`config.mk`:
```
export PLATFORM = sky130hd
export DESIGN_NAME = mem_store_buffer_flat
export DESIGN_NICKNAME = d
export VERILOG_FILES = /design/src/rtl/mem_store_buffer_if.sv /design/src/rtl/mem_store_buffer.sv /design/src/flat_wrapper.sv
export SDC_FILE = /design/constraint.sdc
export NUM_CORES = 1
export LEC_CHECK = 0
export ABC_AREA = 1
export CORE_ASPECT_RATIO = 1.25
export CORE_UTILIZATION = 56
export CTS_CLUSTER_DIAMETER = 100
export CTS_CLUSTER_SIZE = 40
export DETAILED_ROUTE_END_ITERATION = 6
export PLACE_DENSITY = 0.8
export SYNTH_ARGS = -nofsm -noshare
export SYNTH_HDL_FRONTEND = slang
export SYNTH_SLANG_ARGS = --single-unit
```
`constraint.sdc`:
```
create_clock -name clk -period 3.5 [get_ports clk]
set_clock_uncertainty 0.05 [all_clocks]
set_input_delay 0.35 -clock clk [delete_from_list [all_inputs] [get_ports clk]]
set_output_delay 0.35 -clock clk [all_outputs]
set_load 0.005 [all_outputs]
```
`src/rtl/mem_store_buffer_if.sv`:
```
// Store-buffer handshake bundle: EX/MEM store request, MEM load probe and the
// drain port shared by the Dcache and the bus controller.
interface mem_store_buffer_if;
  logic        exmem_st_valid_i;
  logic [1:0]  exmem_mem_width_i;
  logic [31:0] exmem_mem_addr_i;
  logic [31:0] exmem_st_data_i;
  logic        fc_flush_mem_i;
  logic        st_ready_o;
  logic        st_misalign_o;

  logic        ld_valid_i;
  logic [31:0] ld_addr_i;
  logic        ld_conflict_o;

  logic        Dcache_req_o;
  logic        Dcache_ready_i;
  logic        bc_req_o;
  logic        bc_bus_ready_i;
  logic [31:0] wr_addr_o;
  logic [31:0] wr_wdata_o;
  logic [3:0]  wr_wstrb_o;
  logic        sb_empty_o;

  modport slave (
    input  exmem_st_valid_i, exmem_mem_width_i, exmem_mem_addr_i, exmem_st_data_i,
    input  fc_flush_mem_i, ld_valid_i, ld_addr_i, Dcache_ready_i, bc_bus_ready_i,
    output st_ready_o, st_misalign_o, ld_conflict_o, Dcache_req_o, bc_req_o,
    output wr_addr_o, wr_wdata_o, wr_wstrb_o, sb_empty_o
  );

  modport master (
    output exmem_st_valid_i, exmem_mem_width_i, exmem_mem_addr_i, exmem_st_data_i,
    output fc_flush_mem_i, ld_valid_i, ld_addr_i, Dcache_ready_i, bc_bus_ready_i,
    input  st_ready_o, st_misalign_o, ld_conflict_o, Dcache_req_o, bc_req_o,
    input  wr_addr_o, wr_wdata_o, wr_wstrb_o, sb_empty_o
  );
endinterface

```
`src/rtl/mem_store_buffer.sv`:
```
// In-order store buffer: aligns committed stores into byte-strobed words, queues them,
// and drains them one at a time to the Dcache or the bus controller (IO region).
module mem_store_buffer #(
  parameter int          DEPTH   = 4,
  parameter logic [31:0] IO_BASE = 32'h4000_0000,
  parameter logic [31:0] IO_MASK = 32'hF000_0000
) (
  input  logic                clk,
  input  logic                rst,
  mem_store_buffer_if.slave   sb
);

  localparam int PW = $clog2(DEPTH);
  localparam int CW = PW + 1;
  localparam logic [CW-1:0] FULL_CNT = CW'(DEPTH);

  typedef enum logic [1:0] {
    IDLE   = 2'd0,
    DC_REQ = 2'd1,
    BC_REQ = 2'd2
  } state_t;

  function automatic logic is_misaligned(input logic [1:0] w, input logic [1:0] b);
    case (w)
      2'b10:   return b[0];
      2'b11:   return (b != 2'b00);
      default: return 1'b0;
    endcase
  endfunction

  function automatic logic [3:0] align_strb(input logic [1:0] w, input logic [1:0] b);
    case (w)
      2'b01:   return 4'b0001 << b;
      2'b10:   return b[1] ? 4'b1100 : 4'b0011;
      2'b11:   return 4'b1111;
      default: return 4'b0000;
    endcase
  endfunction

  function automatic logic [31:0] align_data(input logic [1:0] w, input logic [31:0] d);
    case (w)
      2'b01:   return {4{d[7:0]}};
      2'b10:   return {2{d[15:0]}};
      default: return d;
    endcase
  endfunction

  function automatic logic in_io_region(input logic [31:0] a);
    return ((a & IO_MASK) == IO_BASE);
  endfunction

  logic [31:0]      ent_addr [DEPTH];
  logic [31:0]      ent_data [DEPTH];
  logic [3:0]       ent_strb [DEPTH];
  logic [DEPTH-1:0] ent_vld;

  logic [PW-1:0]    wr_ptr;
  logic [PW-1:0]    rd_ptr;
  logic [CW-1:0]    count;

  state_t           state;
  logic             dc_req;
  logic             bc_req;
  logic [31:0]      wr_addr;
  logic [31:0]      wr_wdata;
  logic [3:0]       wr_wstrb;

  logic             misalign;
  logic             st_ready;
  logic             push;
  logic             pop;
  logic             ld_hit;

  // Request side: alignment checks and enqueue qualification
  assign misalign = is_misaligned(sb.exmem_mem_width_i, sb.exmem_mem_addr_i[1:0]);
  assign st_ready = (count != FULL_CNT);
  assign push     = sb.exmem_st_valid_i & st_ready & ~misalign & ~sb.fc_flush_mem_i &
                    (sb.exmem_mem_width_i != 2'b00);
  assign pop      = ((state == DC_REQ) & sb.Dcache_ready_i) |
                    ((state == BC_REQ) & sb.bc_bus_ready_i);

  assign sb.st_ready_o    = st_ready;
  assign sb.st_misalign_o = sb.exmem_st_valid_i & misalign;
  assign sb.sb_empty_o    = (count == '0);

  // Entry payload carries no reset; occupancy is tracked by ent_vld and count
  always_ff @(posedge clk) begin
    if (push) begin
      ent_addr[wr_ptr] <= {sb.exmem_mem_addr_i[31:2], 2'b00};
      ent_data[wr_ptr] <= align_data(sb.exmem_mem_width_i, sb.exmem_st_data_i);
      ent_strb[wr_ptr] <= align_strb(sb.exmem_mem_width_i, sb.exmem_mem_addr_i[1:0]);
    end
  end

  // Occupancy control: pointers, count and per-entry valid bits
  always_ff @(posedge clk) begin
    if (rst) begin
      wr_ptr  <= '0;
      rd_ptr  <= '0;
      count   <= '0;
      ent_vld <= '0;
    end else begin
      if (pop) begin
        ent_vld[rd_ptr] <= 1'b0;
        rd_ptr          <= rd_ptr + PW'(1);
      end
      if (push) begin
        ent_vld[wr_ptr] <= 1'b1;
        wr_ptr          <= wr_ptr + PW'(1);
      end
      case ({push, pop})
        2'b10:   count <= count + CW'(1);
        2'b01:   count <= count - CW'(1);
        default: count <= count;
      endcase
    end
  end

  // Drain FSM: the head is latched into wr_* on leaving IDLE so it stays stable
  // for the whole request; the popped slot is only reused after the pop edge.
  always_ff @(posedge clk) begin
    if (rst) begin
      state    <= IDLE;
      dc_req   <= 1'b0;
      bc_req   <= 1'b0;
      wr_addr  <= '0;
      wr_wdata <= '0;
      wr_wstrb <= '0;
    end else begin
      case (state)
        IDLE: begin
          if (count != '0) begin
            wr_addr  <= ent_addr[rd_ptr];
            wr_wdata <= ent_data[rd_ptr];
            wr_wstrb <= ent_strb[rd_ptr];
            if (in_io_region(ent_addr[rd_ptr])) begin
              state  <= BC_REQ;
              bc_req <= 1'b1;
            end else begin
              state  <= DC_REQ;
              dc_req <= 1'b1;
            end
          end
        end
        DC_REQ: begin
          if (sb.Dcache_ready_i) begin
            state  <= IDLE;
            dc_req <= 1'b0;
          end
        end
        BC_REQ: begin
          if (sb.bc_bus_ready_i) begin
            state  <= IDLE;
            bc_req <= 1'b0;
          end
        end
        default: begin
          state  <= IDLE;
          dc_req <= 1'b0;
          bc_req <= 1'b0;
        end
      endcase
    end
  end

  assign sb.Dcache_req_o = dc_req;
  assign sb.bc_req_o     = bc_req;
  assign sb.wr_addr_o    = wr_addr;
  assign sb.wr_wdata_o   = wr_wdata;
  assign sb.wr_wstrb_o   = wr_wstrb;

  // Load alias check on word address; an entry popping this cycle is still valid
  always_comb begin
    ld_hit = 1'b0;
    for (int i = 0; i < DEPTH; i++) begin
      if (ent_vld[i] && (((ent_addr[i] ^ sb.ld_addr_i) & 32'hFFFF_FFFC) == 32'h0))
        ld_hit = 1'b1;
    end
  end

  assign sb.ld_conflict_o = sb.ld_valid_i & ld_hit;

endmodule

```
`src/flat_wrapper.sv`:
```
// flat-port wrapper written by rule: the top's interface ports become plain ports
module mem_store_buffer_flat 
#(
  parameter int          DEPTH   = 4,
  parameter logic [31:0] IO_BASE = 32'h4000_0000,
  parameter logic [31:0] IO_MASK = 32'hF000_0000
)
  (clk, rst, sb_exmem_st_valid_i, sb_exmem_mem_width_i, sb_exmem_mem_addr_i, sb_exmem_st_data_i, sb_fc_flush_mem_i, sb_ld_valid_i, sb_ld_addr_i, sb_Dcache_ready_i, sb_bc_bus_ready_i, sb_st_ready_o, sb_st_misalign_o, sb_ld_conflict_o, sb_Dcache_req_o, sb_bc_req_o, sb_wr_addr_o, sb_wr_wdata_o, sb_wr_wstrb_o, sb_sb_empty_o);
  mem_store_buffer_if sb_i ();
  input  logic clk;
  input  logic rst;
  input wire logic [$bits(sb_i.exmem_st_valid_i)-1:0] sb_exmem_st_valid_i;
  input wire logic [$bits(sb_i.exmem_mem_width_i)-1:0] sb_exmem_mem_width_i;
  input wire logic [$bits(sb_i.exmem_mem_addr_i)-1:0] sb_exmem_mem_addr_i;
  input wire logic [$bits(sb_i.exmem_st_data_i)-1:0] sb_exmem_st_data_i;
  input wire logic [$bits(sb_i.fc_flush_mem_i)-1:0] sb_fc_flush_mem_i;
  input wire logic [$bits(sb_i.ld_valid_i)-1:0] sb_ld_valid_i;
  input wire logic [$bits(sb_i.ld_addr_i)-1:0] sb_ld_addr_i;
  input wire logic [$bits(sb_i.Dcache_ready_i)-1:0] sb_Dcache_ready_i;
  input wire logic [$bits(sb_i.bc_bus_ready_i)-1:0] sb_bc_bus_ready_i;
  output wire logic [$bits(sb_i.st_ready_o)-1:0] sb_st_ready_o;
  output wire logic [$bits(sb_i.st_misalign_o)-1:0] sb_st_misalign_o;
  output wire logic [$bits(sb_i.ld_conflict_o)-1:0] sb_ld_conflict_o;
  output wire logic [$bits(sb_i.Dcache_req_o)-1:0] sb_Dcache_req_o;
  output wire logic [$bits(sb_i.bc_req_o)-1:0] sb_bc_req_o;
  output wire logic [$bits(sb_i.wr_addr_o)-1:0] sb_wr_addr_o;
  output wire logic [$bits(sb_i.wr_wdata_o)-1:0] sb_wr_wdata_o;
  output wire logic [$bits(sb_i.wr_wstrb_o)-1:0] sb_wr_wstrb_o;
  output wire logic [$bits(sb_i.sb_empty_o)-1:0] sb_sb_empty_o;
  assign sb_i.exmem_st_valid_i = sb_exmem_st_valid_i;
  assign sb_i.exmem_mem_width_i = sb_exmem_mem_width_i;
  assign sb_i.exmem_mem_addr_i = sb_exmem_mem_addr_i;
  assign sb_i.exmem_st_data_i = sb_exmem_st_data_i;
  assign sb_i.fc_flush_mem_i = sb_fc_flush_mem_i;
  assign sb_i.ld_valid_i = sb_ld_valid_i;
  assign sb_i.ld_addr_i = sb_ld_addr_i;
  assign sb_i.Dcache_ready_i = sb_Dcache_ready_i;
  assign sb_i.bc_bus_ready_i = sb_bc_bus_ready_i;
  assign sb_st_ready_o = sb_i.st_ready_o;
  assign sb_st_misalign_o = sb_i.st_misalign_o;
  assign sb_ld_conflict_o = sb_i.ld_conflict_o;
  assign sb_Dcache_req_o = sb_i.Dcache_req_o;
  assign sb_bc_req_o = sb_i.bc_req_o;
  assign sb_wr_addr_o = sb_i.wr_addr_o;
  assign sb_wr_wdata_o = sb_i.wr_wdata_o;
  assign sb_wr_wstrb_o = sb_i.wr_wstrb_o;
  assign sb_sb_empty_o = sb_i.sb_empty_o;
  mem_store_buffer #(.DEPTH(DEPTH), .IO_BASE(IO_BASE), .IO_MASK(IO_MASK)) u_core (.clk(clk), .rst(rst), .sb(sb_i));
endmodule
```
=== Word level (Yosys, flattened, before mapping) ===
Memories as Yosys holds them, arrays and structs flattened. A register that Yosys moved wholly into a read port is not among the register bits.
Index checks and enable logic that the tools add are counted.

* Output and inout port bits: 74
* Bits in writable memories: 264
* Register bits after elaboration: 47
* Input bits: 105
* Word-level logic and storage cells: 109
* Memories kept: 3

* Shift-type cells: 1
* $add $sub $neg: 4
* Bitwise operators: 20
* Multiplexer cells: 35
* Equality and inequality tests: 14
* Reductions and logical operators: 20
* Magnitude comparators: 4

{| class="wikitable"
|+ Memory list
! memory !! words !! width !! rd ports !! clocked after memory_dff !! wr ports !! line !! RTL
|-
| u_core.ent_data || 4 || 32 || 1 || 1 || 1 || mem_store_buffer.sv:53 || <nowiki>logic [31:0] ent_data [DEPTH];</nowiki>
|-
| u_core.ent_addr || 4 || 30 || 5 || 1 || 1 || mem_store_buffer.sv:52 || <nowiki>logic [31:0] ent_addr [DEPTH];</nowiki>
|-
| u_core.ent_strb || 4 || 4 || 1 || 1 || 1 || mem_store_buffer.sv:54 || <nowiki>logic [3:0] ent_strb [DEPTH];</nowiki>
|}

{| class="wikitable"
|+ Operators by type and width
! operator !! count
|-
| logical NOT 32 bit || 4
|-
| bitwise XOR 32 bit || 4
|-
| one-hot mux 32 bit (2 select lines) || 1
|-
| 2-to-1 mux 32 bit || 1
|-
| 2-to-1 mux 4 bit || 5
|-
| 2-to-1 mux 1 bit || 14
|-
| 2-to-1 mux 2 bit || 6
|-
| one-hot mux 4 bit (3 select lines) || 1
|-
| AND 1 bit || 8
|-
| == test 2 bit, second input constant || 4
|-
| AND reduction 4 bit || 2
|-
| == test 2 x 1 -> 1 bit, second input constant || 3
|-
| logical AND 1 bit || 6
|-
| less-than comparator 2 x 3 -> 1 bit, second input constant || 2
|-
| inequality test 2 bit, second input constant || 3
|-
| one-hot mux 1 bit (3 select lines) || 2
|-
| one-hot mux 2 bit (3 select lines) || 1
|-
| one-hot mux 3 bit (2 select lines) || 1
|-
| nonzero test 2 bit || 3
|-
| adder 2 x 1 -> 2 bit, second input constant || 2
|-
| AND 4 bit || 1
|-
| demux 1 bit (select 2 bit) || 2
|-
| == test 4 x 3 -> 1 bit, second input constant || 1
|-
| greater-or-equal comparator 2 x 1 -> 1 bit, second input constant || 2
|-
| 15 further kinds || 19
|}

=== Logic depth before layout (Yosys ltp) ===
Gate-level depths: netlist (run 1).

* Depth in word-level cells: 10
* Depth in mapped cells: 13

=== Worst setup path before layout (run 1) ===
No wires, ideal clock.

* Path type: input to register
* From: input port sb_exmem_mem_width_i[0]
* To: memory u_core.ent_addr[0][0] (netlist bit) (enable)
* Stages on the path: 9
* Path slack: 559 ps
* Data required time: 3030 ps
* Buffers on the path: 0
* Arrival time: 2470 ps
* Cell sequence: inv_1 > ha_1 > nand2_1 > o21ai_0 > inv_1 > nand4_1 > inv_1 > nand2_1 > inv_1

* Cells in the longest elaborated chain, start to end: 8

{| class="wikitable"
|+ RTL lines
! element !! line !! RTL
|-
| start, declared || flat_wrapper.sv:13 || <nowiki>input wire logic [$bits(sb_i.exmem_mem_width_i)-1:0] sb_exmem_mem_width_i;</nowiki>
|-
| == test 2 bit || mem_store_buffer.sv:24 || <nowiki>case (w)</nowiki>
|-
| one-hot mux 1 bit (2 select lines) || mem_store_buffer.sv:24 ||
|-
| NOT 1 bit || mem_store_buffer.sv:77 || <nowiki>assign push = sb.exmem_st_valid_i & st_ready & ~misalign & ~sb.fc_flush_mem_i &</nowiki>
|-
| AND 1 bit (2 in a row) || mem_store_buffer.sv:77 ||
|-
| AND 1 bit * || mem_store_buffer.sv:77 ||
|-
| 2-to-1 mux 1 bit * || mem_store_buffer.sv:88 || <nowiki>if (push) begin</nowiki>
|-
| 2-to-1 mux 1 bit (not written as such) * || mem_store_buffer.sv:89 || <nowiki>ent_addr[wr_ptr] <= {sb.exmem_mem_addr_i[31:2], 2'b00};</nowiki>
|-
| end, declared || mem_store_buffer.sv:52 ||
|}

Mark *: on every way between the ends. The rest lies on a longest branch, timed or not.

==> results.rst, run 1 <==
.. list-table::
   :header-rows: 1

   * - Metric
     - Value
   * - CTS root buffer
     - sky130_fd_sc_hd__clkbuf_16
   * - Antenna violations before repair
     - 2
   * - FP Rows
     - 67
   * - Highest clock rate
     - 342.7 MHz
   * - Count of endpoints failing setup in the final report
     - 0
   * - Average size of a mapped cell
     - 9.572 um^2
   * - Horizontal extent of the die
     - 150.7 um
   * - Dominant cell by count in the synthesized netlist
     - sky130_fd_sc_hd__nand2_1
   * - TritonCTS clock tree
     - done
   * - Post-DR vias/cell
     - 5.691
   * - Number of enable flip-flop cells after synthesis
     - 264
   * - Post-route standard cell area excluding fillers
     - 17870 um^2
   * - Ys async rst share
     - 0%
   * - DPL Wire Length
     - 26950 um
   * - Overall power after layout
     - 10.04 mW
   * - Number of antenna repair diodes
     - 0
   * - Post-synthesis cell area
     - 15470 um^2
   * - Max-Slew Margin vs Limit
     - 23.36%
   * - Area added between synthesis and finish
     - 15.55%
   * - Instance count of the mapped netlist
     - 1616
   * - Top-area cell type share of the netlist area
     - 51.25%
   * - Startpoint of the most critical hold path
     - sb_exmem_mem_addr_i[21]
   * - Portion of the clock cycle consumed by the worst path in the final layout
     - 83.38%
   * - Worst setup slack for register-to-register paths
     - 1200 ps
   * - Worst hold path endpoint
     - u_core.ent_addr[0][19]
   * - Share of the yosys chip area belonging to registers
     - 61.99%
   * - Global-route wire length before repair
     - 61650 um
   * - Clk sink count
     - 347
   * - Class of the most critical setup path
     - reg2out
   * - Slew of the pin with the lowest slew margin
     - 1150 ps
   * - Count of pins over their slew limit
     - 0
   * - Via count of the first global-routing pass
     - 11530
   * - Gr usage total
     - 28.91%
   * - Area contributors post-synth
     - sky130_fd_sc_hd__edfxtp_1 51%, sky130_fd_sc_hd__dfxtp_1 11%, sky130_fd_sc_hd__nand2_1 7.7%
   * - Startpoint of the lowest-slack register-to-register path
     - u_core.state[1]
   * - Cell area after placement
     - 17510 um^2
   * - Tmin final
     - 2918 ps
   * - Post-route antenna net violation count
     - 0
   * - Ranking of synthesized cells by instance count
     - 318 x sky130_fd_sc_hd__nand2_1, 264 x sky130_fd_sc_hd__edfxtp_1, 209 x sky130_fd_sc_hd__nor2_1, 205 x sky130_fd_sc_hd__inv_1, 178 x sky130_fd_sc_hd__o21ai_0
   * - Starting density of the core
     - 57.31%
   * - Number of top-level design ports
     - 179
   * - Critical Path Fanout Max
     - 2
   * - Kind of start point of the critical path
     - flip-flop
   * - Die Height
     - 187.8 um
   * - Hold depth
     - 1
   * - Number of remaining DRC errors
     - 0
   * - Terminus of the critical flop-to-flop path
     - u_core.count[2]
   * - CTS H-tree depth
     - 1
   * - Global route overflow
     - 0
   * - Max rail drop VDD
     - 0.3973 mV
   * - Setup repair after global routing missed its margin
     - no
   * - Share of cells above drive strength 1
     - 3.017%
   * - Primary FF master, synth
     - sky130_fd_sc_hd__edfxtp_1
   * - Yosys warns
     - 0
   * - Clock slew at the register clock pins of the worst setup and hold paths
     - 140 ps
   * - Power density over the cells
     - 561.7 nW/um^2
   * - Filler Cell Count
     - 2144
   * - Cell type with the highest aggregate area in the netlist
     - sky130_fd_sc_hd__edfxtp_1
   * - Count of cells resized by post-cts repair
     - 0
   * - Worst-Skew Late Latency
     - 510 ps
   * - Initial detailed-routing violation count
     - 1183
   * - Pin count of the biggest net entering global routing
     - 91
   * - # Max-Cap Violations
     - 0
   * - Outcome
     - complete, no violations
   * - Path class of the lowest-slack min-delay path
     - in2reg
   * - Full die area
     - 28300 um^2
   * - Final Wtd Congestion
     - 0.9545
   * - Worst path arrival time
     - 2520 ps
   * - # hold bufs at CTS
     - 0
   * - Nature of the critical path endpoint
     - output port
   * - Number of nets in the layout
     - 1870
   * - Number of buffers on the longest clock path
     - 3
   * - Number of storage elements in the synthesis netlist
     - 347
   * - Total number of vias
     - 11960
   * - Cell depth of the worst flop-to-flop path
     - 11
   * - Count of final hold-check violations
     - 0
   * - Leakage power total
     - 6.898 nW
   * - Total clock buffers created by CTS
     - 12
   * - Wire length reported by the detailed router
     - 40470 um
   * - Count of port buffers added during placement
     - 174
   * - Data required time of the critical path
     - 3100 ps
   * - Wirelength per Cell
     - 19.25 um
   * - Summed negative setup slack over all endpoints
     - 0 ps
   * - Router iterations before antenna repair
     - 5
   * - Area of the placeable core
     - 26990 um^2
   * - Netlist cell types
     - 37
   * - Post-CTS setup buffer count
     - 0
[registers in the layout, indices dropped and copies added, names as in the netlist, named ones only]
| signal | count |
|---|---|
| u_core.ent_data | 128 |
| u_core.state | 2 |
| u_core.sb.wr_wstrb_o | 4 |
| u_core.ent_addr | 120 |
| u_core.ent_vld | 4 |
| u_core.ent_strb | 16 |
| u_core.sb.wr_wdata_o | 32 |
| u_core.sb.wr_addr_o | 30 |
| u_core.sb.Dcache_req_o | 1 |
| u_core.wr_ptr | 2 |
| u_core.rd_ptr | 2 |
| u_core.count | 3 |
| u_core.sb.bc_req_o | 1 |
[power breakdown]
part	total [mW]	internal (mW)	switching, mW
logic	2.96	1.27	1.70
registers	5.20	4.89	0.308
clock network	1.88	0.711	1.17
[placed cells by master (no fill, tap or decap), drive strengths merged, types with 3 or more instances in the layout]
master / n
o21ai: 213
edfxtp: 264
nand2: 320
ha: 13
dfxtp: 83
o211ai: 7
a21oi: 66
buf: 16
xor2: 4
nor2: 211
inv: 210
clkbuf: 19
o22ai: 16
xnor2: 33
clkinv: 3
nand3: 12
a31oi: 63
clkdlybuf4s50: 174
nor3: 3
a21boi: 3
nand4: 21
[layout make-up]
type | instances | area (um^2) | area share, %
clock inverters | 1 | 16.27 | 0.09100
flip-flops and latches | 347 | 9592 | 53.66
clock buffers | 19 | 347.8 | 1.946
inverters | 212 | 798.3 | 4.466
well taps | 345 | 431.7 | 2.415
multi-input cells | 988 | 4738 | 26.51
repair buffers | 190 | 1949 | 10.91
[per-layer routing]
metal / global-route usage, % / wire length (um)
met5: 0 / 22
met4: 10.58 / 1321
met3: 3.577 / 3581
met2: 50.25 / 20260
met1: 36.76 / 15280
[metrics by stage]
stage	hold WS (ps)	util, %	setup WS [ps]	std cells
2_1_floorplan	389.5	-	559.3	1617
6_report	401.6	66.21	581.7	2102
4_1_cts	394.1	66.21	570.3	2102
3_5_place_dp	412.7	64.87	579.0	2082
5_1_grt	388.9	66.21	395.3	2102
3_3_place_gp	403.9	64.87	587.7	2082
[cell families (layout without fill, tap and decap cells)]
kind of cell | count (synthesis) | in the layout | synth area share [%]
AOI/OAI and AO/OA | 368 | 368 | 12.85
buffers and inverters | 282 | 422 | 7.401
xor gates and xnor gates | 37 | 37 | 2.095
and+or+nand+nor | 567 | 567 | 14.45
adders and majority gates | 14 | 14 | 1.181
other | 1 | 2 | 0.02424
DFF | 347 | 347 | 61.99
[worst max path at each step]
stage	slack (ps)	from	to	cells after the start
5_1_grt	400	u_core.ent_addr[2][5]	sb_ld_conflict_o	10
4_1_cts	570	u_core.ent_addr[2][5]	sb_ld_conflict_o	10
2_1_floorplan	560	sb_exmem_mem_width_i[0]	u_core.ent_addr[0][0]	9
3_3_place_gp	590	sb_exmem_mem_width_i[0]	u_core.count[2]	13
6_report	580	u_core.ent_addr[2][5]	sb_ld_conflict_o	10
3_5_place_dp	580	sb_exmem_mem_width_i[0]	u_core.ent_addr[1][5]	11
[critical path, cell delays in order, from the launching register on]
cell,delay (ps)
sky130_fd_sc_hd__edfxtp_1,430
sky130_fd_sc_hd__xnor2_1,420
sky130_fd_sc_hd__nand2_1,100
sky130_fd_sc_hd__nor2_1,110
sky130_fd_sc_hd__nand2_1,60
sky130_fd_sc_hd__nor2_1,130
sky130_fd_sc_hd__nand2_1,70
sky130_fd_sc_hd__nand2_1,50
sky130_fd_sc_hd__nor2_1,50
sky130_fd_sc_hd__nor2_1,80
sky130_fd_sc_hd__clkdlybuf4s50_1,500
Note: power is estimated with default switching activity, not from simulation.
==> run 2, diff against run 1 <==
--- a/config.mk
+++ b/config.mk
@@ -7,11 +7,11 @@
 export LEC_CHECK = 0
 export ABC_AREA = 1
 export CORE_ASPECT_RATIO = 1.25
-export CORE_UTILIZATION = 56
+export CORE_UTILIZATION = 51
 export CTS_CLUSTER_DIAMETER = 100
 export CTS_CLUSTER_SIZE = 40
 export DETAILED_ROUTE_END_ITERATION = 6
-export PLACE_DENSITY = 0.8
+export PLACE_DENSITY = 0.77
 export SYNTH_ARGS = -nofsm -noshare
 export SYNTH_HDL_FRONTEND = slang
 export SYNTH_SLANG_ARGS = --single-unit
==> constraint.sdc (replaced) <==
create_clock -name clk -period 2.5 [get_ports clk]
set_clock_uncertainty 0.05 [all_clocks]
set_input_delay 0.25 -clock clk [delete_from_list [all_inputs] [get_ports clk]]
set_output_delay 0.25 -clock clk [all_outputs]
set_load 0.005 [all_outputs]
==> run 2 against run 1 <==
  * Via count shrank 0.39%
  * Setup slack worse by 500 ps
  * Total power up 44%
  * Sequential power rose by 40%
  * Non-clock buffer count up 53
  * Register-to-register slack worse by 830 ps
  * Utilization fell by 3.5 points
  * First-iteration DRC count fell by 9.0%
  * Wire length rose by 2.6%
==> results.rst, run 2 (synthesis gave the netlist of run 1 again) <==
.. list-table::
   :header-rows: 1

   * - Metric
     - Value
   * - Clk sink count
     - 347 (unchanged)
   * - Startpoint of the most critical hold path
     - sb_exmem_mem_addr_i[26] (was sb_exmem_mem_addr_i[21])
   * - Via count of the first global-routing pass
     - 11410 (was 11530)
   * - Clock Power Share
     - 19.0% (was 18.7%)
   * - Path class of the lowest-slack min-delay path
     - in2reg (unchanged)
   * - Internal portion of total power
     - 9.894 mW (was 6.868 mW)
   * - Post-CTS setup buffer count
     - 0 (unchanged)
   * - Count of pins over their slew limit
     - 0 (unchanged)
   * - Part of the power in registers
     - 50.6% (was 51.8%)
   * - Total clock buffers created by CTS
     - 12 (unchanged)
   * - Max rail drop VDD
     - 0.5582 mV (was 0.3973 mV)
   * - Portion of the clock cycle consumed by the worst path in the final layout
     - 96.90%
   * - CP max stage delay
     - 460 ps (was 500 ps)
   * - Outcome
     - complete, no violations (unchanged)
   * - DP Worst Slack
     - -232.9 ps (was 579.0 ps)
   * - Highest-count cells in the layout ignoring fill and taps
     - 317 x sky130_fd_sc_hd__nand2_1, 264 x sky130_fd_sc_hd__edfxtp_1, 207 x sky130_fd_sc_hd__nor2_1, 200 x sky130_fd_sc_hd__inv_1, 177 x sky130_fd_sc_hd__o21ai_0 (was 318 x sky130_fd_sc_hd__nand2_1, 264 x sky130_fd_sc_hd__edfxtp_1, 209 x sky130_fd_sc_hd__nor2_1, 200 x sky130_fd_sc_hd__inv_1, 178 x sky130_fd_sc_hd__o21ai_0)
   * - CTS root buffer
     - sky130_fd_sc_hd__clkbuf_16 (unchanged)
   * - Kind of start point of the critical path
     - flip-flop (unchanged)
   * - # Max-Cap Violations
     - 0 (unchanged)
   * - Count of final hold-check violations
     - 0 (unchanged)
   * - Tmin final
     - 2422 ps
   * - Global-route wire length before repair
     - 62490 um (was 61650 um)
   * - Final setup slack of the worst path
     - 77.53 ps (was 581.7 ps)
   * - Met3 capacity usage during global routing
     - 2.265% (was 3.577%)
   * - Worst path arrival time
     - 2120 ps (was 2520 ps)
   * - Nature of the critical path endpoint
     - output port (unchanged)
   * - Critical Path Fanout Max
     - 2 (unchanged)
   * - Count of port buffers added during placement
     - 174 (unchanged)
   * - Highest clock rate
     - 412.8 MHz
   * - Number of antenna repair diodes
     - 0 (unchanged)
   * - Combinational group share of total power
     - 30.4% (was 29.5%)
   * - Antenna violations before repair
     - 0 (was 2)
   * - Clock slew at the register clock pins of the worst setup and hold paths
     - 150 ps (was 140 ps)
   * - Power density over the cells
     - 778.9 nW/um^2 (was 561.7 nW/um^2)
   * - Worst-Skew Late Latency
     - 510 ps (about the same)
   * - CTS H-tree depth
     - 1 (unchanged)
   * - Top Usage Layer GRT
     - met2 (unchanged)
   * - Summed negative setup slack over all endpoints
     - 0 ps (unchanged)
   * - Count of endpoints failing setup in the final report
     - 0 (unchanged)
   * - Starting density of the core
     - 52.41% (was 57.31%)
   * - Full die area
     - 31040 um^2 (was 28300 um^2)
   * - Area of the placeable core
     - 29520 um^2 (was 26990 um^2)
   * - Wirelength per Cell
     - 18.84 um (was 19.25 um)
   * - Post-route antenna net violation count
     - 0 (unchanged)
   * - GR Util met2
     - 48.23% (was 50.25%)
   * - Gr usage total
     - 27.03% (was 28.91%)
   * - Top reg by flops
     - u_core.ent_data (unchanged)
   * - Pin count of the biggest net entering global routing
     - 78 (was 91)
   * - Initial detailed-routing violation count
     - 1077 (was 1183)
   * - FP Rows
     - 70 (was 67)
   * - Final Wtd Congestion
     - 1.023 (was 0.9545)
   * - Leakage power total
     - 7.187 nW (was 6.898 nW)
   * - Max-Slew Margin vs Limit
     - 53.14% (was 23.36%)
   * - Number of buffers on the longest clock path
     - 3 (unchanged)
   * - Die Height
     - 196.7 um (was 187.8 um)
   * - Horizontal extent of the die
     - 157.8 um (was 150.7 um)
   * - Largest register FFs
     - 128 (unchanged)
   * - Router iterations before antenna repair
     - 5 (unchanged)
   * - Class of the most critical setup path
     - reg2out (unchanged)
   * - Share of cells above drive strength 1
     - 6.302% (was 3.017%)
   * - Startpoint of the lowest-slack register-to-register path
     - u_core.state[1] (unchanged)
   * - Slew of the pin with the lowest slew margin
     - 695.6 ps (was 1150 ps)
   * - Area added between synthesis and finish
     - 19.62% (was 15.55%)
   * - Critical path, cell by cell
     - xnor2_1 > nand2_1 > nor2_1 > nand2_1 > nor2_1 > nand2_1 > nand2_1 > nor2_1 > nor2_1 > dlygate4sd2_1 (was xnor2_1 > nand2_1 > nor2_1 > nand2_1 > nor2_1 > nand2_1 > nand2_1 > nor2_1 > nor2_1 > clkdlybuf4s50_1)
   * - Share of total power consumed by net switching
     - 31.35% (was 31.60%)
   * - Global route overflow
     - 0 (unchanged)
   * - Setup repair after global routing missed its margin
     - yes (was no)
   * - DPL Wire Length
     - 29310 um (was 26950 um)
   * - Post-DR vias/cell
     - 5.404 (was 5.691)
   * - Met1 layer usage reported by global route
     - 33.67% (was 36.76%)
   * - # hold bufs at CTS
     - 0 (unchanged)
   * - TritonCTS clock tree
     - done (unchanged)
   * - Most frequent standard cell in the layout excluding fill and tap cells
     - sky130_fd_sc_hd__nand2_1 (unchanged)
   * - Number of remaining DRC errors
     - 0 (unchanged)
   * - Wire length reported by the detailed router
     - 41540 um (was 40470 um)
   * - Switching power
     - 4.518 mW (was 3.173 mW)
   * - Total number of vias
     - 11920 (was 11960)
   * - Data required time of the critical path
     - 2200 ps (was 3100 ps)
   * - First element of the critical path
     - u_core.ent_addr[2][5] (unchanged)
   * - Slowest cell on the critical path
     - sky130_fd_sc_hd__edfxtp_1 (was sky130_fd_sc_hd__clkdlybuf4s50_1)
   * - Number of top-level design ports
     - 179 (unchanged)
   * - Number of nets in the layout
     - 1923 (was 1870)
-- run 2: changes by cell type in the layout (fill, tap and decap cells not counted), sizes merged --
cell | previous run | this run
buf | 16 | 69
bufinv | 0 | 1
clkbuf | 19 | 17
clkdlybuf4s50 | 174 | 173
clkinv | 3 | 2
clkinvlp | 0 | 4
dlygate4sd2 | 0 | 1
inv | 210 | 207
-- run 2: timing repair --
item	in CTS	in global routing
endpoints found under the setup margin	1	2
gates resized for setup	5	4
pin swaps	5	3
-- run 2: metrics by stage --
stage	total power [mW]	instance area (um^2)	instances	util, %	hold slack (ps)
floorplan	9.617	15490	1617	-	298.9
global placement	11.68	18090	2186	61.28	406.9
detailed placement	11.79	18090	2186	61.28	405.4
CTS	14.47	18490	2205	62.63	287.4
global route	15.15	18500	2205	62.69	305.3
finish	14.41	18500	2205	62.69	297.8
-- run 2: worst paths after layout --
kind | end | slack (ps) | depth (start not counted)
max | sb_ld_conflict_o | 80 | 10
min | u_core.ent_addr[1][24] | 300 | 1
max reg2reg | u_core.count[2] | 370 | 11
min reg2reg | u_core.ent_vld[2] | 430 | 2
-- run 2: critical path: cells and delay by family (launching register included) --
family,cells,cell delay (ps)
and+or+nand+nor,8,590
DFF,1,460
buffers and inverters,1,230
xor gates and xnor gates,1,330
-- run 2: area by class of cell --
type,count,area (um^2)
flip-flops and latches,347,9592
fillers,2432,11010
repair buffers,243,2446
inverters,212,813.3
clock inverters,2,41.29
multi-input cells,988,4776
well taps,396,495.5
clock buffers,17,340.3
-- run 2: power groups by stage --
stage,combinational [mW],clock [mW],sequential (mW)
after floorplan,2.33,0,7.29
after global placement,4.27,0,7.41
after detailed placement,4.39,0,7.40
after CTS,4.41,2.77,7.28
after global routing,4.86,2.94,7.35
final,4.39,2.74,7.29
-- run 2: per-layer routing --
| metal | up-vias | share of wire (%) |
|---|---|---|
| met5 | - | 0 |
| met4 | 0 | 3.9 |
| met2 | 496 | 51 |
| met1 | 5591 | 38 |
| met3 | 72 | 6.8 |
| li1 | 5756 | - |
==> run 3, diff against run 2 <==
==> constraint.sdc (replaced) <==
create_clock -name clk -period 2.5 [get_ports clk]
set_clock_uncertainty 0.05 [all_clocks]
set_input_delay 0.75 -clock clk [delete_from_list [all_inputs] [get_ports clk]]
set_output_delay 0.75 -clock clk [all_outputs]
set_load 0.005 [all_outputs]
==> run 3 against run 2 <==
  * The flow now finishes with violations (negative setup slack)
  * Count of clock-buffer cells in the layout grew 2
  * Total power rose by 1.1%
  * Utilization up 1.7 points
  * Flip-flop and latch count did not move
  * Register-to-register slack better by 40 ps
  * Cell count is 2.6% higher
  * First-iteration DRC count shrank 1.5%
  * Clock power up 2%
  * Die area did not move
  * Critical path depth is 1 higher
  * Sequential share of layout area down 1.4 points
  * Highest routed layer is now met5
==> results.rst, run 3 (synthesis gave the netlist of run 1 again) <==
.. list-table::
   :header-rows: 1

   * - Metric
     - Value
   * - Number of nets in the layout
     - 1980 (was 1923)
   * - Final Wtd Congestion
     - 1.018 (was 1.023)
   * - CTS H-tree depth
     - 1 (unchanged)
   * - Number of remaining DRC errors
     - 0 (unchanged)
   * - Worst-Skew Late Latency
     - 520 ps (was 510 ps)
   * - Horizontal extent of the die
     - 157.8 um (unchanged)
   * - Overall power after layout
     - 14.56 mW (was 14.41 mW)
   * - CTS root buffer
     - sky130_fd_sc_hd__clkbuf_16 (unchanged)
   * - Wire length reported by the detailed router
     - 44450 um (was 41540 um)
   * - Area of the placeable core
     - 29520 um^2 (unchanged)
   * - Clk sink count
     - 347 (unchanged)
   * - Die Height
     - 196.7 um (unchanged)
   * - Antenna violations before repair
     - 1 (was 0)
   * - Number of antenna repair diodes
     - 0 (unchanged)
   * - Count of final hold-check violations
     - 0 (unchanged)
   * - Final setup slack of the worst path
     - -321.3 ps (was 77.53 ps)
   * - Worst setup slack for register-to-register paths
     - 410 ps (was 370 ps)
   * - Largest register FFs
     - 128 (unchanged)
   * - Number of buffers on the longest clock path
     - 3 (unchanged)
   * - Filler Cell Count
     - 2370 (was 2432)
   * - Class of the most critical setup path
     - reg2out (unchanged)
   * - Portion of the clock cycle consumed by the worst path in the final layout
     - 112.9% (was 96.90%)
   * - Number of top-level design ports
     - 179 (unchanged)
   * - Terminus of the critical flop-to-flop path
     - u_core.count[2] (unchanged)
   * - Most frequent standard cell in the layout excluding fill and tap cells
     - sky130_fd_sc_hd__nand2_1 (unchanged)
   * - Count of port buffers added during placement
     - 174 (unchanged)
   * - Worst path arrival time
     - 2020 ps (was 2120 ps)
   * - Post-DR vias/cell
     - 5.417 (was 5.404)
   * - Top reg by flops
     - u_core.ent_data (unchanged)
   * - Count of pins over their slew limit
     - 0 (unchanged)
   * - Full die area
     - 31040 um^2 (unchanged)
   * - Path class of the lowest-slack min-delay path
     - reg2reg (was in2reg)
   * - DP Worst Slack
     - -1304 ps (was -232.9 ps)
   * - Router iterations before antenna repair
     - 7 (was 5)
   * - Cell depth of the worst flop-to-flop path
     - 11 (unchanged)
   * - Count of endpoints failing setup in the final report
     - 1 (was 0)
   * - Clock slew at the register clock pins of the worst setup and hold paths
     - 140 ps (was 150 ps)
   * - Initial detailed-routing violation count
     - 1061 (was 1077)
   * - Worst hold path endpoint
     - u_core.sb.Dcache_req_o (was u_core.ent_addr[1][24])
   * - Nature of the critical path endpoint
     - output port (unchanged)
   * - Kind of start point of the critical path
     - flip-flop (unchanged)
   * - Outcome
     - finished with violations (was complete, no violations)
   * - Critical Path Fanout Max
     - 2 (unchanged)
   * - Highest-count cells in the layout ignoring fill and taps
     - 299 x sky130_fd_sc_hd__nand2_1, 264 x sky130_fd_sc_hd__edfxtp_1, 199 x sky130_fd_sc_hd__nor2_1, 184 x sky130_fd_sc_hd__inv_1, 177 x sky130_fd_sc_hd__o21ai_0 (was 317 x sky130_fd_sc_hd__nand2_1, 264 x sky130_fd_sc_hd__edfxtp_1, 207 x sky130_fd_sc_hd__nor2_1, 200 x sky130_fd_sc_hd__inv_1, 177 x sky130_fd_sc_hd__o21ai_0)
   * - Gr usage total
     - 29.17% (was 27.03%)
   * - Startpoint of the lowest-slack register-to-register path
     - u_core.state[1] (unchanged)
   * - Share of cells above drive strength 1
     - 13.77% (was 6.302%)
   * - Global route overflow
     - 0 (unchanged)
   * - Max rail drop VDD
     - 0.6894 mV (was 0.5582 mV)
   * - Starting density of the core
     - 52.41% (unchanged)
   * - # Max-Cap Violations
     - 0 (unchanged)
   * - Data required time of the critical path
     - 1700 ps (was 2200 ps)
   * - Slew of the pin with the lowest slew margin
     - 852.2 ps (was 695.6 ps)
   * - Highest clock rate
     - 354.5 MHz (was 412.8 MHz)
   * - Hold depth
     - 2 (was 1)
   * - Power density over the cells
     - 766.0 nW/um^2 (was 778.9 nW/um^2)
   * - Tmin final
     - 2821 ps (was 2422 ps)
   * - Pin count of the biggest net entering global routing
     - 91 (was 78)
   * - Global-route wire length before repair
     - 67690 um (was 62490 um)
   * - Wirelength per Cell
     - 19.64 um (was 18.84 um)
   * - Total clock buffers created by CTS
     - 13 (was 12)
   * - Setup repair after global routing missed its margin
     - yes (unchanged)
   * - Leakage power total
     - 7.509 nW (was 7.187 nW)
   * - Total number of vias
     - 12260 (was 11920)
   * - Area added between synthesis and finish
     - 22.92% (was 19.62%)
   * - Post-route insts no fill
     - 2263 (was 2205)
   * - Number of cells after detailed placement
     - 2238 (was 2186)
   * - Max-Slew Margin vs Limit
     - 43.19% (was 53.14%)
   * - Startpoint of the most critical hold path
     - u_core.sb.Dcache_req_o (was sb_exmem_mem_addr_i[26])
   * - DPL Wire Length
     - 31650 um (was 29310 um)
   * - TritonCTS clock tree
     - done (unchanged)
   * - Via count of the first global-routing pass
     - 12200 (was 11410)
   * - Violations in the final reports
     - negative setup slack
   * - Post-route antenna net violation count
     - 0 (unchanged)
   * - FP Rows
     - 70 (unchanged)
-- run 3: cell types whose count changed in the layout (fill, tap and decap cells not counted), moves of 4 or more --
cell / delta
sky130_fd_sc_hd__buf_6: +6
sky130_fd_sc_hd__xnor2_2: +4
sky130_fd_sc_hd__nor2_1: -8
sky130_fd_sc_hd__nand2_2: +17
sky130_fd_sc_hd__nor2_2: +7
sky130_fd_sc_hd__inv_2: +15
sky130_fd_sc_hd__xnor2_1: -4
sky130_fd_sc_hd__inv_1: -16
sky130_fd_sc_hd__buf_2: +20
sky130_fd_sc_hd__clkdlybuf4s15_2: +12
sky130_fd_sc_hd__buf_4: +53
sky130_fd_sc_hd__clkdlybuf4s50_1: -35
sky130_fd_sc_hd__nand2_1: -18
-- run 3: layout make-up --
| type | instances | area [um^2] | share of cell area, % |
|---|---|---|---|
| clock buffer | 19 | 347.8 | 1.829 |
| clock inverter | 2 | 60.06 | 0.3159 |
| timing repair buffer | 299 | 2755 | 14.49 |
| tap | 396 | 495.5 | 2.606 |
| sequential | 347 | 9595 | 50.46 |
| multi-input combinational | 988 | 4935 | 25.95 |
| inverter | 212 | 825.8 | 4.343 |
-- run 3: metal layers --
layer	vias up	wire, um	track usage, %
met5	-	13	0
met4	2	2099	14.60
met3	93	2868	2.902
met2	496	22650	51.92
met1	5804	16820	34.85
li1	5864	-	-
-- run 3: worst max path at each step --
stage                                 start                    end  cells past startpoint
global placement            sb_ld_addr_i[3]       sb_ld_conflict_o                     12
global route          u_core.ent_addr[2][5]       sb_ld_conflict_o                     11
detailed placement          sb_ld_addr_i[3]       sb_ld_conflict_o                     12
floorplan           sb_exmem_mem_width_i[0]  u_core.ent_addr[0][0]                      9
finish                u_core.ent_addr[2][5]       sb_ld_conflict_o                     11
CTS                   u_core.ent_addr[0][1]       sb_ld_conflict_o                     11
-- run 3: where the power goes --
| part | leakage (nW) | total [mW] | internal [mW] | switching (mW) |
|---|---|---|---|---|
| clock | 0.190 | 2.79 | 1.04 | 1.75 |
| sequential | 3.08 | 7.30 | 6.84 | 0.455 |
| combinational | 4.24 | 4.48 | 1.98 | 2.50 |
| total | 7.51 | 14.6 | 9.86 | 4.70 |
-- run 3: what timing repair did --
item	CTS	global route
buffers inserted	3	1
hold endpoints to repair	0	0
hold buffers	0	0
endpoints found under the setup margin	270	2
pin swaps	38	12
resized for setup	172	16
-- run 3: metrics by stage --
step / TNS, ps / hold WS (ps) / util [%] / cell area (um^2)
floorplan: -81550 / 389.5 / - / 15530
global placement: -254330 / 402.6 / 62.63 / 18490
detailed placement: -265120 / 415.6 / 62.63 / 18490
CTS: -332.6 / 434.3 / 64.32 / 18980
global route: -433.0 / 447.0 / 64.42 / 19010
finish: -321.3 / 429.3 / 64.42 / 19010
-- run 3: worst max-delay path, cell delays in order (launching register included) --
cell                       delay (ps)
sky130_fd_sc_hd__edfxtp_1         440
sky130_fd_sc_hd__xnor2_1          200
sky130_fd_sc_hd__buf_4            170
sky130_fd_sc_hd__nand2_2           60
sky130_fd_sc_hd__nor2_2           120
sky130_fd_sc_hd__nand2_1           60
sky130_fd_sc_hd__nor2_1           100
sky130_fd_sc_hd__nand2_1           60
sky130_fd_sc_hd__nand2_1           80
sky130_fd_sc_hd__nor2_2            50
sky130_fd_sc_hd__nor2_1            70
sky130_fd_sc_hd__buf_2            110
